### src/rtl/cam_cfg_pkg.sv
// Shared types and widths for the camera register-configuration sequencer.
package cam_cfg_pkg;

  typedef enum logic [2:0] {
    ST_PWRUP = 3'd0,
    ST_REQ   = 3'd1,
    ST_GAP   = 3'd2,
    ST_DONE  = 3'd3,
    ST_ERR   = 3'd4
  } cfg_state_t;

  // ROM entry layout: {addr[15:8], data[7:0]}
  localparam int CFG_W = 16;
  localparam int CNT_W = 16;

endpackage

### src/rtl/cam_cfg_ctrl_if.sv
// SCCB write handshake between the configuration sequencer and the SCCB master.
interface cam_cfg_ctrl_if;

  logic       sccb_req;
  logic [7:0] sccb_addr;
  logic [7:0] sccb_data;
  logic       sccb_ack;
  logic       sccb_nack;

  modport master (
    output sccb_req, sccb_addr, sccb_data,
    input  sccb_ack, sccb_nack
  );

  modport slave (
    input  sccb_req, sccb_addr, sccb_data,
    output sccb_ack, sccb_nack
  );

endinterface

### src/rtl/cam_cfg_rom.sv
// Sensor register list; the only place the register values are kept.
module cam_cfg_rom
  import cam_cfg_pkg::*;
(
  input  logic [7:0]       idx,
  output logic [CFG_W-1:0] entry
);

  always_comb begin
    entry = '0;
    case (idx)
      8'd0:    entry = 16'h1280;
      8'd1:    entry = 16'h1101;
      8'd2:    entry = 16'h3A04;
      8'd3:    entry = 16'h40D0;
      8'd4:    entry = 16'h1438;
      8'd5:    entry = 16'h4F80;
      8'd6:    entry = 16'h5080;
      8'd7:    entry = 16'h5100;
      default: entry = '0;
    endcase
  end

endmodule

### src/rtl/cam_cfg_ctrl.sv
// Camera configuration sequencer: power-up wait, then one SCCB write per ROM
// entry with NACK retries; cfg_done enables the receive datapath.
module cam_cfg_ctrl
  import cam_cfg_pkg::*;
#(
  parameter int REG_NUM   = 8,
  parameter int PWRUP_DLY = 1000,
  parameter int WR_GAP    = 50,
  parameter int RETRY_MAX = 3
) (
  input  logic                  clk,
  input  logic                  rst_n,
  input  logic                  start,
  cam_cfg_ctrl_if.master        sccb,
  output logic [7:0]            cfg_idx,
  output logic                  cfg_done,
  output logic                  cfg_err
);

  localparam logic [CNT_W-1:0] PWRUP_LAST = CNT_W'(PWRUP_DLY - 1);
  localparam logic [CNT_W-1:0] GAP_LAST   = CNT_W'(WR_GAP - 1);
  localparam logic [7:0]       IDX_LAST   = 8'(REG_NUM - 1);
  localparam logic [3:0]       RETRY_LIM  = 4'(RETRY_MAX);

  cfg_state_t       state, state_n;
  logic [CNT_W-1:0] cnt, cnt_n;
  logic [7:0]       idx, idx_n;
  logic [3:0]       retry, retry_n;
  logic             req_n, done_n, err_n;
  logic [7:0]       addr_n, data_n;
  logic [CFG_W-1:0] entry;

  cam_cfg_rom u_rom (
    .idx   (idx),
    .entry (entry)
  );

  assign cfg_idx = idx;

  always_ff @(posedge clk or negedge rst_n) begin
    if (!rst_n) begin
      state          <= ST_PWRUP;
      cnt            <= '0;
      idx            <= '0;
      retry          <= '0;
      sccb.sccb_req  <= 1'b0;
      sccb.sccb_addr <= '0;
      sccb.sccb_data <= '0;
      cfg_done       <= 1'b0;
      cfg_err        <= 1'b0;
    end else begin
      state          <= state_n;
      cnt            <= cnt_n;
      idx            <= idx_n;
      retry          <= retry_n;
      sccb.sccb_req  <= req_n;
      sccb.sccb_addr <= addr_n;
      sccb.sccb_data <= data_n;
      cfg_done       <= done_n;
      cfg_err        <= err_n;
    end
  end

  always_comb begin
    state_n = state;
    cnt_n   = cnt;
    idx_n   = idx;
    retry_n = retry;
    req_n   = sccb.sccb_req;
    addr_n  = sccb.sccb_addr;
    data_n  = sccb.sccb_data;
    done_n  = cfg_done;
    err_n   = cfg_err;
    case (state)
      ST_PWRUP: begin
        if (cnt == PWRUP_LAST) begin
          state_n = ST_REQ;
          cnt_n   = '0;
          idx_n   = '0;
          req_n   = 1'b1;
          addr_n  = entry[15:8];
          data_n  = entry[7:0];
        end else begin
          cnt_n = cnt + CNT_W'(1);
        end
      end
      ST_REQ: begin
        if (sccb.sccb_ack) begin
          req_n = 1'b0;
          if (!sccb.sccb_nack) begin
            retry_n = '0;
            if (idx == IDX_LAST) begin
              state_n = ST_DONE;
              done_n  = 1'b1;
            end else begin
              idx_n   = idx + 8'd1;
              state_n = ST_GAP;
              cnt_n   = '0;
            end
          end else begin
            // retry_n counts attempts made so far on this entry
            retry_n = retry + 4'd1;
            if (retry_n == RETRY_LIM) begin
              state_n = ST_ERR;
              err_n   = 1'b1;
              done_n  = 1'b0;
            end else begin
              state_n = ST_GAP;
              cnt_n   = '0;
            end
          end
        end
      end
      ST_GAP: begin
        if (cnt == GAP_LAST) begin
          state_n = ST_REQ;
          cnt_n   = '0;
          req_n   = 1'b1;
          addr_n  = entry[15:8];
          data_n  = entry[7:0];
        end else begin
          cnt_n = cnt + CNT_W'(1);
        end
      end
      ST_DONE, ST_ERR: begin
        // Re-run skips the power-up wait and enters through a normal gap
        if (start) begin
          state_n = ST_GAP;
          cnt_n   = '0;
          idx_n   = '0;
          retry_n = '0;
          done_n  = 1'b0;
          err_n   = 1'b0;
        end
      end
      default: state_n = ST_PWRUP;
    endcase
  end

endmodule

### src/flat_wrapper.sv
// flat-port wrapper written by rule: the top's interface ports become plain ports
module cam_cfg_ctrl_flat import cam_cfg_pkg::*;
#(
  parameter int REG_NUM   = 8,
  parameter int PWRUP_DLY = 1000,
  parameter int WR_GAP    = 50,
  parameter int RETRY_MAX = 3
)
  (clk, rst_n, start, cfg_idx, cfg_done, cfg_err, sccb_sccb_req, sccb_sccb_addr, sccb_sccb_data, sccb_sccb_ack, sccb_sccb_nack);
  cam_cfg_ctrl_if sccb_i ();
  input  logic clk;
  input  logic rst_n;
  input  logic start;
  output logic [7:0] cfg_idx;
  output logic cfg_done;
  output logic cfg_err;
  output wire logic [$bits(sccb_i.sccb_req)-1:0] sccb_sccb_req;
  output wire logic [$bits(sccb_i.sccb_addr)-1:0] sccb_sccb_addr;
  output wire logic [$bits(sccb_i.sccb_data)-1:0] sccb_sccb_data;
  input wire logic [$bits(sccb_i.sccb_ack)-1:0] sccb_sccb_ack;
  input wire logic [$bits(sccb_i.sccb_nack)-1:0] sccb_sccb_nack;
  assign sccb_sccb_req = sccb_i.sccb_req;
  assign sccb_sccb_addr = sccb_i.sccb_addr;
  assign sccb_sccb_data = sccb_i.sccb_data;
  assign sccb_i.sccb_ack = sccb_sccb_ack;
  assign sccb_i.sccb_nack = sccb_sccb_nack;
  cam_cfg_ctrl #(.REG_NUM(REG_NUM), .PWRUP_DLY(PWRUP_DLY), .WR_GAP(WR_GAP), .RETRY_MAX(RETRY_MAX)) u_core (.clk(clk), .rst_n(rst_n), .start(start), .sccb(sccb_i), .cfg_idx(cfg_idx), .cfg_done(cfg_done), .cfg_err(cfg_err));
endmodule
### config.mk
export PLATFORM = sky130hd
export DESIGN_NAME = cam_cfg_ctrl_flat
export DESIGN_NICKNAME = d
export VERILOG_FILES = /design/src/rtl/cam_cfg_pkg.sv /design/src/rtl/cam_cfg_ctrl_if.sv /design/src/rtl/cam_cfg_rom.sv /design/src/rtl/cam_cfg_ctrl.sv /design/src/flat_wrapper.sv
export SDC_FILE = /design/constraint.sdc
export NUM_CORES = 1
export LEC_CHECK = 0
export CAP_MARGIN = 10
export CORE_AREA = 2 2 77 86
export DETAILED_ROUTE_END_ITERATION = 6
export DIE_AREA = 0 0 79 88
export MAX_ROUTING_LAYER = met4
export PLACE_DENSITY = 0.65
export SLEW_MARGIN = 40
export SYNTH_ARGS = -nofsm -noshare
export SYNTH_HDL_FRONTEND = slang
export SYNTH_SLANG_ARGS = --single-unit
### constraint.sdc
create_clock -name clk -period 4.2 [get_ports clk]
set_clock_uncertainty 0.1 [all_clocks]
set_input_delay 0.42 -clock clk [delete_from_list [all_inputs] [get_ports clk]]
set_output_delay 0.42 -clock clk [all_outputs]
set_load 0.02 [all_outputs]
; ---- Word level (Yosys, flattened, before mapping)
; Memories as Yosys holds them, arrays and structs flattened.
; Cells that the tools add are included.
[classes]
n_addsub = 3
eq_ne = 20
mux = 47
reduce_logical = 16
[ops]
columns = cell, count
row1 = $mux W16, 8
row2 = $mux W8, 9
row3 = $pmux W16 S4, 1
row4 = $pmux W8 S2, 2
row5 = $pmux W8 S3, 1
row6 = $mux W3, 6
row7 = $add A16 B1 Y16 const B, 1
row8 = $eq A16 B10 Y1 const B, 1
row9 = $eq A16 B6 Y1 const B, 1
row10 = $reduce_and A5 Y1, 3
row11 = $mux W1, 12
row12 = $mux W4, 3
row13 = $pmux W3 S4, 1
row14 = $ne A2 B2 Y1 const B, 5
row15 = $add A8 B1 Y8 const B, 1
row16 = $eq A8 B3 Y1 const B, 1
row17 = $pmux W4 S2, 1
row18 = $reduce_and A4 Y1, 2
row19 = $eq A3 B2 Y1 const B, 2
row20 = $ne A2 B1 Y1 const B, 3
row21 = $ne A3 B2 Y1 const B, 2
row22 = $ne A3 B3 Y1 const B, 2
row23 = $reduce_and A3 Y1, 2
row24 = $reduce_and A6 Y1, 1
row25 = 12 further kinds, 15
[totals]
regBits = 50
rom_bits = 112
inputBits = 5
wordCells = 96
mem_count = 1
[mem_list]
columns = memory, depth, width, rd, rd_clocked_by_memory_dff, wr, line_no
row1 = (no name shown), 8, 14, 1, 0, 0, cam_cfg_rom.sv:11  ; case (idx)

; ---- Depth between registers and ports, before layout
[logic_depth]
depth_word = 6
ltp_mapped = 10
depth_no_buf = 8

; ---- Hierarchy
; A second synthesis with hierarchy kept.
[unflattened]
hier_cells = 310
hier_area_um2 = 3184.3
[modules_own_cells]
columns = mod, instances, cells_per_inst, area_each_um2, seq_area_each_um2
row1 = cam_cfg_ctrl, 1, 271, 2851.5, 1251.2
row2 = cam_cfg_rom, 1, 39, 332.8, 0.0

; ---- Worst setup path after synthesis
; OpenSTA, ideal clock, no wires.
[synth_path]
kind = flip-flop to flip-flop
startpoint = reg u_core.cnt[0]
endpoint = reg u_core.idx[5], in the netlist u_core.cfg_idx[5]
setup_ps = 78
arrival_ps = 2337
t_required_ps = 4022
setup_slack_ps = 1685
stages_incl_launch_ff = 10
path_buffers = 2
cell_sequence = dfrtp_1 -> ha_1 -> and4_1 -> nand4_2 -> and3b_1 -> buf_6 -> or3_4 -> buf_6 -> or4_1 -> a21oi_1
[synth_between]
elab_chain_cells = 3
[synth_rtl]
columns = element, line_no
row1 = start: declaration, cam_cfg_ctrl.sv:26  ; logic [CNT_W-1:0] cnt, cnt_n;
row2 = start signal: assignment, cam_cfg_ctrl.sv:53  ; cnt <= cnt_n;
row3 = $eq A16 B10 Y1, cam_cfg_ctrl.sv:76  ; if (cnt == PWRUP_LAST) begin
row4 = $ne A2 B1 Y1 (no source line), -
row5 = $reduce_and A6 Y1 (no source line), -
row6 = end signal: assignment, cam_cfg_ctrl.sv:54  ; idx <= idx_n;
row7 = end: declaration, cam_cfg_ctrl.sv:27  ; logic [7:0] idx, idx_n;
; No other way between the ends.
; A chain may end at the register's enable or synchronous reset.

; ---- Final worst setup path
; Ends and elaborated chain as after synthesis.

==> results.toml <==
[outcome]
status = "completed"

[drt]
drt_iter0_drc = 120
drt_wl_total_microns = 5420
firstDrtPassIters = 4
drc = 0
ant_nets = 0
routedWlPerCell_microns = 13.5
viasPerCell = 5.54
routed-via-count = 2223

[synthesis]
synth_cell_type_count = 47
synth-seq-area-share_pct = 43.0
postSynthAreaPerCell_sq_um = 8.96
ys.flop_type = "dfrtp_1"
synth_enable_flop_cells = 0
synth-seq-cells = 46
synthCells = 299
syn-cell-area_sq_mm = 0.00268
synthArstFlopShare_pct = 100
ys_warn_count = 0

[pwr]
power_leakage_nw = 1.32
power_frac_comb_pct = 5.1
p_int_mw = 0.635
p_seq_share_pct = 55.2
p_total_mw = 0.816
power_frac_clock_pct = 39.7
power_density_mw_per_mm2 = 264
peakVddDrop_uv = 109
switching_share_pct = 22.1
net-switching-power_mw = 0.181

[clock_tree]
clockBufferDepth = 2
cts_resized = 0
cts_setup_buffers = 0
root_buffer = "clkbuf_8"
numCtsBuffers = 5
cts_tree = "yes"
hold_buffers = 0
cts_sinks = 46
clkLatencyLatePin_ns = 0.30
cts-htree-levels = 2
cts.clk_slew.worst_paths_ns = 0.08

[finish]
multi_input_area_sq_mm = 0.00138
regArea_sq_mm = 0.00115
layout.nets = 334
diodes = 0
drive_gt1_share_pct = 9.03
syn2layout_area_growth_pct = 15.6
nFillCells = 585

[die]
ioPinCount = 32
fp.dieW_microns = 79
die_height_microns = 88
rows = 30
initial_core_util_pct = 44.0
coreArea_sq_mm = 0.00608
dieArea_sq_mm = 0.00695

[timing]
final.min_clock_period_ns = 2.56
fmax_mhz = 390
finalSetupViolations = 0
tns_ns = 0
rsz0062_at_grt = "false"
max_slew_margin_pct = 55.3
worst_pin_slew_ns = 0.661
maxSlewViolCount = 0
finalCritPeriodShare_pct = 61.0
finalHoldViolCount = 0

[setup_path]
critPathCaptureType = "flop"
crit_chain = "ha_1 > and4_1 > nand4_2 > and3b_1 > or3_4 > or4_1 > a21oi_1"
cp_slowest_cell = "or4_1"
r2r_start = "u_core.cnt[0]$_DFFE_PN0P_"
path_buf_inv = 0
slowest_delay_ns = 0.52
crit_path_start_kind = "flop"
reg2reg_to = "u_core.cfg_idx[5]$_DFFE_PN0P_"
cp_max_fo = 11
cp_data_required_time_ns = 4.33
worstRegToRegCells = 7
arrival_ns = 2.69
ff2ff_setup_slack_ns = 1.64
crit_family = "simple AND/OR/NAND/NOR gates"
crit_cells = 7
worstSetupPathType = "reg2reg"

[global_route]
grt_overflow = 0
antenna_found_initial = 0
first_global_vias = 2058
grt.total_usage_pct = 17.4
grt_max_degree = 47
grt_pass1_wl_microns = 9420

[flow_run]
max_cap_viol_count = 0

[placement]
portBuffers = 29
gp_congestion = 0.894
dp_hpwl_microns = 3940

[min_path]
hold_path.class = "in2async"
## cells in the final DEF, fill, tap and decap left out, drive strengths merged, types with 8 or more instances in the layout
cell           instances
a21oi                 16
clkdlybuf4s50         28
dfrtp                 46
ha                     9
inv                   13
mux2                  13
nand2                 29
nand2b                 8
nand3                 16
nor2                  27
nor3                   8
o21ai                 33
o31ai                  9
## cell usage after synthesis (all sizes together), types with 2 or more instances
| master | count | area [sq um] |
|---|---|---|
| nor2 | 27 | 101 |
| o21ai | 33 | 165 |
| nor2b | 4 | 25.0 |
| xor2 | 3 | 26.3 |
| nand2b | 8 | 50.1 |
| or3 | 2 | 17.5 |
| o31ai | 9 | 67.6 |
| nand2 | 29 | 109 |
| o22ai | 3 | 18.8 |
| a21oi | 16 | 80.1 |
| ha | 9 | 113 |
| or4 | 6 | 45.0 |
| buf | 7 | 56.3 |
| nor4b | 3 | 26.3 |
| xnor2 | 2 | 17.5 |
| and3 | 5 | 31.3 |
| nand3 | 16 | 80.1 |
| nor4 | 4 | 40.0 |
| inv | 13 | 48.8 |
| nor3 | 8 | 45.0 |
| mux2 | 13 | 146 |
| a31oi | 3 | 18.8 |
| nand4 | 3 | 25.0 |
| dfrtp | 46 | 1150 |
| clkbuf | 11 | 42.5 |
| and3b | 2 | 17.5 |
## kinds of logic after synthesis
kind of cell             count (synthesis)  share of synthesized area, %
flip-flops                              46                          43.0
other                                    1                         0.140
AND/OR/NAND/NOR                        123                          24.8
adder cells (fa/ha/maj)                  9                          4.21
AO/OA/AOI/OAI                           71                          15.2
multiplexers                            13                          5.47
buffers and inverters                   31                          5.51
XOR/XNOR                                 5                          1.64
## per-layer routing
layer,GRT usage (%),vias up,part of all wire (%)
met5,-,-,0
met4,6.74,0,1.7
met2,29.0,51,49
li1,-,1106,-
met3,3.20,7,3.7
met1,21.1,1059,45
## flip-flops by register name, summed over array words and instances (netlist names)
signal and cells:
u_core.sccb.sccb_req 1, u_core.sccb.sccb_data 6, u_core.cnt 16, u_core.state 3, u_core.sccb.sccb_addr 6, u_core.cfg_done 1
u_core.cfg_err 1, u_core.cfg_idx 8, u_core.retry 4
## metrics by stage
stage / instances / hold slack, ns / instance area, sq um / utilization, % / setup slack (ns)
after floorplan: 300 / 0.0244 / 2680 / - / 1.69
after global placement: 392 / 0.393 / 2980 / 48.9 / 1.59
after detailed placement: 393 / 0.367 / 2990 / 49.1 / 1.56
after CTS: 401 / 0.0394 / 3090 / 50.9 / 1.61
after global routing: 401 / 0.0710 / 3090 / 50.9 / 1.47
final: 401 / 0.0160 / 3090 / 50.9 / 1.64
## power groups by stage
stage / Clock [mW] / Sequential, mW / Combinational, mW
after floorplan: 0 / 0.461 / 0.0188
after global routing: 0.352 / 0.452 / 0.0474
after global placement: 0 / 0.459 / 0.0418
after CTS: 0.335 / 0.451 / 0.0427
final: 0.324 / 0.450 / 0.0415
after detailed placement: 0 / 0.459 / 0.0427
## worst max path at each step
stage | startpoint | to
global route | u_core.cnt[0]$_DFFE_PN0P_ | u_core.cfg_idx[5]$_DFFE_PN0P_
finish | u_core.cnt[0]$_DFFE_PN0P_ | u_core.cfg_idx[5]$_DFFE_PN0P_
CTS | u_core.cnt[0]$_DFFE_PN0P_ | u_core.cfg_idx[5]$_DFFE_PN0P_
floorplan | u_core.cnt[0]$_DFFE_PN0P_ | u_core.cfg_idx[5]$_DFFE_PN0P_
detailed placement | start | u_core.cfg_idx[5]$_DFFE_PN0P_
global placement | sccb_sccb_nack | u_core.cnt[14]$_DFFE_PN0P_
## area by class of cell
class / count / share of cell area [%]
flip-flops and latches: 46 / 37.2
inverters: 13 / 1.58
clock buffers: 5 / 2.22
well taps: 80 / 3.23
multi-input cells: 223 / 44.7
repair buffers: 31 / 9.79
clock inverters: 3 / 1.29
Power figures use the tool's default switching activity.
==> RTL change 1: new RTL, same settings <==
Change the package constant `CNT_W` from 16 to 14.
--- a/src/rtl/cam_cfg_pkg.sv
+++ b/src/rtl/cam_cfg_pkg.sv
@@ -11,7 +11,7 @@
 
   // ROM entry layout: {addr[15:8], data[7:0]}
   localparam int CFG_W = 16;
-  localparam int CNT_W = 16;
+  localparam int CNT_W = 14;
 
 endpackage
 
Function: same outputs for any inputs over 10 cycles, from zero or initial values and one cycle with rst_n low; that may be too few to reach the edited logic, so the function may still have changed.
==> RTL change 1 against the original RTL <==
Cell area up 2.2%; the flow now finishes with violations (negative hold slack); via count is 1.3% lower; worst setup slack got worse by 240 ps; count of clock-buffer cells in the layout unchanged; hold slack worse by 19 ps; sequential cell count shrank 2; critical endpoint is now u_core.sccb.sccb_data[7]$_DFFE_PN0P_; register-to-register slack lost 200 ps; sequential share of layout area down 2.4 points; global-route usage rose by 1.8 points; routed wire length is 9.0% higher; synthesized area increased by 2.9%.
Power is not compared: it rests on default switching activity, and its combinational part moved more than twofold at a synthesized area within 25%.
==> RTL change 1: results (changes against the original RTL) <==
set qor(run_status) {complete, but fails checks} ;# was complete, no violations
set qor(violations_in_the_final_reports) {negative hold slack}
set qor(fin_nets) 319 ;# was 334
set qor(post_synth_num_cell_types) 68 ;# was 47
set qor(initialDrtViolationCount) 123 ;# was 120
set qor(routedWlPerCell_um) 15.31 ;# was 13.53 µm
set qor(nMultiInputCombCells) 208 ;# was 223
set qor(largest_register_ffs) 14 ;# was 16
set qor(final.signal_inverter_count) 15 ;# was 13
set qor(final_layout_size_suffix_gt1_share_pct) 12.75 ;# was 9.034%
set qor(timing.critical_path.fanout_max) 13 ;# was 11
set qor(synth.avg_cell_area_um2) 9.731 ;# was 8.955 µm²
set qor(area_share_nonclk_buffers_pct) 9.573 ;# was 9.786%
set qor(worst_slew_pin_slew_ps) 746.5 ;# was 660.6 ps
set qor(timing_hold_violations_final) 5 ;# was 0
set qor(n_sequential_cell) 44 ;# was 46
set qor(tightest_hold_margin_ps) -2.802 ;# was 15.96 ps
set qor(synth_top_cells_by_area) {sky130_fd_sc_hd__dfrtp_1 40%, sky130_fd_sc_hd__ha_1 4.1%, sky130_fd_sc_hd__mux2_1 3.7%} ;# was sky130_fd_sc_hd__dfrtp_1 43%, sky130_fd_sc_hd__o21ai_0 6.2%, sky130_fd_sc_hd__mux2_2 5.5%
set qor(layout.cell_area.non_filler_um2) 3163 ;# was 3094 µm²
set qor(critical-path-slowest-cell) {sky130_fd_sc_hd__clkdlybuf4s50_1} ;# was sky130_fd_sc_hd__or4_1
set qor(clkCellAreaFrac_pct) 3.521 ;# was 3.518%
set qor(post-place-cells) 378 ;# was 393
set qor(grt_util_all_layers_pct) 19.24 ;# was 17.44%
set qor(synth-seq-area-share_pct) 39.98 ;# was 42.99%
set qor(slowest_delay_ps) 640 ;# was 520 ps
set qor(globalplace.congestion) 0.8436 ;# was 0.8943
## RTL change 1: changes by cell type in the layout (fill, tap and decap cells not counted), sizes merged, moves of 6 or more
cell    delta
a221o      +6
nand2b     -7
o31ai      -9
o21ai     -23
and3       +8
## RTL change 1: path summary, 6_finish.rpt
kind / startpoint / endpoint / slack (ps) / cells after the start
max in group asynchronous: rst_n / u_core.cnt[8]$_DFFE_PN0P_ / 3620 / 1
worst max register to register: u_core.retry[0]$_DFFE_PN0P_ / u_core.sccb.sccb_data[7]$_DFFE_PN0P_ / 1440 / 6
worst max-delay path: sccb_sccb_nack / u_core.sccb.sccb_data[7]$_DFFE_PN0P_ / 1400 / 7
worst min register to register: u_core.sccb.sccb_addr[2]$_DFFE_PN0P_ / u_core.sccb.sccb_addr[2]$_DFFE_PN0P_ / 390 / 1
worst min-delay path: rst_n / u_core.cfg_idx[5]$_DFFE_PN0P_ / -3 / 1
min in group clk: u_core.sccb.sccb_addr[2]$_DFFE_PN0P_ / u_core.sccb.sccb_addr[2]$_DFFE_PN0P_ / 390 / 1
## RTL change 1: power groups by stage
stage / Combinational [µW] / Clock, µW / Sequential, µW
4_1_cts: 797 / 341 / 629
6_report: 791 / 333 / 630
3_5_place_dp: 795 / 0 / 637
2_1_floorplan: 583 / 0 / 635
5_1_grt: 876 / 358 / 649
3_3_place_gp: 786 / 0 / 633
## RTL change 1: cells by family (layout without fill, tap and decap cells)
kind of cell	after synthesis	after routing	share of synthesized area [%]
simple gates	114	114	24.40
mux	18	18	7.270
compound gates	62	62	16.99
buf+inv	32	54	6.178
other cells	1	2	0.1362
flops	44	44	39.98
xor+xnor	3	3	0.9543
fa+ha+maj	9	9	4.089
==> RTL change 2: new RTL, config.mk and constraints unchanged <==
Without the edit above. Re-encode `cfg_state_t` (5 states) as one-hot, 5 bits wide.
--- a/src/rtl/cam_cfg_pkg.sv
+++ b/src/rtl/cam_cfg_pkg.sv
@@ -1,12 +1,12 @@
 // Shared types and widths for the camera register-configuration sequencer.
 package cam_cfg_pkg;
 
-  typedef enum logic [2:0] {
-    ST_PWRUP = 3'd0,
-    ST_REQ   = 3'd1,
-    ST_GAP   = 3'd2,
-    ST_DONE  = 3'd3,
-    ST_ERR   = 3'd4
+  typedef enum logic [4:0] {
+    ST_PWRUP = 5'b00001,
+    ST_REQ   = 5'b00010,
+    ST_GAP   = 5'b00100,
+    ST_DONE  = 5'b01000,
+    ST_ERR   = 5'b10000
   } cfg_state_t;
 
   // ROM entry layout: {addr[15:8], data[7:0]}
Function: no difference found for any inputs over 10 cycles, from zero or initial values and one cycle with rst_n low; not proved beyond that.
==> RTL change 2 against the original RTL <==
Worst setup slack worse by 230 ps; cell area rose by 8.0%; first-iteration DRC count rose by 1.7%; sequential cell count up 2; routed wire length rose by 14%; synthesized area is 9.3% higher; utilization is 4.1 points higher.
Power is not compared: it rests on default switching activity, and its combinational part moved more than twofold at a synthesized area within 25%.
==> RTL change 2: results (changes against the original RTL) <==
set qor(run_status) {complete, no violations} ;# unchanged
set qor(clock_tree.root_cell) {sky130_fd_sc_hd__clkbuf_8} ;# unchanged
set qor(top_register) {u_core.cnt} ;# unchanged
set qor(synthArstFlopShare_pct) 100.0 ;# unchanged
set qor(synth-seq-area-share_pct) 41.07 ;# was 42.99%
set qor(synth_top_cells_by_area) {sky130_fd_sc_hd__dfrtp_1 40%, sky130_fd_sc_hd__o21ai_0 5.3%, sky130_fd_sc_hd__mux2_4 4.6%} ;# was sky130_fd_sc_hd__dfrtp_1 43%, sky130_fd_sc_hd__o21ai_0 6.2%, sky130_fd_sc_hd__mux2_2 5.5%
set qor(cp_data_arrival_time_ps) 2870 ;# was 2690 ps
set qor(cts.path.max_buffers) 2 ;# unchanged
set qor(grt_max_degree) 49 ;# was 47
set qor(total_leakage_power_uw) 0.001369
set qor(use_met2_pct) 32.90 ;# was 28.97%
set qor(final_layout_fill_cell_count) 551 ;# was 585
set qor(routedWlPerCell_um) 14.96 ;# was 13.53 µm
set qor(fin_nets) 347 ;# was 334
set qor(cts-buffers-inserted) 5 ;# unchanged
set qor(cts.repair.resized) 0 ;# unchanged
set qor(port-buffer-count) 29 ;# unchanged
set qor(slowest_delay_ps) 460 ;# was 520 ps
set qor(vdd.ir_drop.worst_v) 0.0002653
set qor(final_layout_size_suffix_gt1_share_pct) 11.08 ;# was 9.034%
set qor(grt.met1_usage_pct) 26.17 ;# was 21.13%
set qor(grt-ovfl-total) 0 ;# unchanged
set qor(drtPass1Iterations) 4 ;# unchanged
set qor(synth-warning-count) 0 ;# unchanged
set qor(worst_slew_pin_slew_ps) 590.5 ;# was 660.6 ps
set qor(grt_util_all_layers_pct) 19.90 ;# was 17.44%
set qor(first_global_vias) 2258 ;# was 2058
set qor(synthTopCellsByCount) {47 x sky130_fd_sc_hd__dfrtp_1, 31 x sky130_fd_sc_hd__o21ai_0, 30 x sky130_fd_sc_hd__nand2_1} ;# was 46 x sky130_fd_sc_hd__dfrtp_1, 33 x sky130_fd_sc_hd__o21ai_0, 29 x sky130_fd_sc_hd__nand2_1
set qor(critical-path-slowest-cell) {sky130_fd_sc_hd__dfrtp_1} ;# was sky130_fd_sc_hd__or4_1
set qor(dr_total_vias) 2373 ;# was 2223
set qor(initialDrtViolationCount) 122 ;# was 120
set qor(post_synth_num_cell_types) 55 ;# was 47
set qor(antenna_cells) 0 ;# unchanged
set qor(gate_family_responsible_for_the_most_delay_along_the_worst_path) {simple AND/OR/NAND/NOR gates} ;# unchanged
set qor(wire_length_of_the_first_global_routing_pass_um) 10700 ;# was 9418 µm
set qor(clock_latency_of_the_later_clocked_register_in_the_worst_skew_pair_ps) 290
set qor(post-cts-setup-buffer-count) 0 ;# unchanged
set qor(cts_max_level) 2 ;# unchanged
set qor(post-dp-hpwl_um) 4375 ;# was 3941 µm
set qor(globalplace.congestion) 0.8650 ;# was 0.8943
set qor(grtUsageMet3_pct) 3.093 ;# was 3.196%
set qor(min_path_type) {in -> async} ;# unchanged
set qor(timing.critical_path.fanout_max) 13 ;# was 11
-- RTL change 2: path summary, 6_finish.rpt --
check                      slack, ps                                   end                     startpoint  cells past startpoint
setup / recovery                1410  u_core.sccb.sccb_data[7]$_DFFE_PN0P_  u_core.cfg_idx[4]$_DFFE_PN0P_                      6
hold / removal                    30           u_core.retry[0]$_DFFE_PN0P_                          rst_n                      1
setup reg to reg                1410  u_core.sccb.sccb_data[7]$_DFFE_PN0P_  u_core.cfg_idx[4]$_DFFE_PN0P_                      6
hold reg to reg                  410             u_core.cnt[5]$_DFFE_PN0P_      u_core.cnt[5]$_DFFE_PN0P_                      1
max in group asynchronous       3570             u_core.cnt[5]$_DFFE_PN0P_                          rst_n                      1
min in group clk                 410             u_core.cnt[5]$_DFFE_PN0P_      u_core.cnt[5]$_DFFE_PN0P_                      1
-- RTL change 2: final cells by class --
cell class                      count  share of cell area, %
Sequential cell                    48                  35.97
Multi-Input combinational cell    238                  47.31
Clock buffer                        7                  2.882
Clock inverter                      1                 0.8982
Tap cell                           80                  2.994
Timing Repair Buffer               30                  8.832
Inverter                           10                  1.123
-- RTL change 2: layer usage --
layer  share of wire, %  wire (µm)
met1                 48       2947
met2                 49       3014
met3                3.0        188
met4               0.73         45
met5                  0          0
-- RTL change 2: logic make-up after synthesis --
kind of cell	count (synthesis)	share of synthesized area, %
buffers and inverters	29	5.256
adder cells (fa/ha/maj)	9	3.846
AND/OR/NAND/NOR	116	20.60
XOR/XNOR	7	2.094
AO/OA/AOI/OAI	91	20.85
other	1	0.1281
multiplexers	13	6.154
flip-flops	48	41.07
-- RTL change 2: where the power goes --
| group | switching, µW | internal (µW) | total, µW |
|---|---|---|---|
| Sequential | 77.8 | 526 | 604 |
| Combinational | 157 | 145 | 302 |
| Clock | 150 | 210 | 360 |
| Total | 385 | 881 | 1270 |
-- RTL change 2: metrics by stage --
step | std cells | cell area [µm²] | setup slack, ps | power, µW
final | 414 | 3343 | 1410 | 1266
after global routing | 414 | 3343 | 1248 | 1351
after CTS | 414 | 3337 | 1405 | 1282
after detailed placement | 406 | 3211 | 1404 | 914.7
after global placement | 406 | 3208 | 1437 | 906.6
after floorplan | 315 | 2932 | 1764 | 809.8
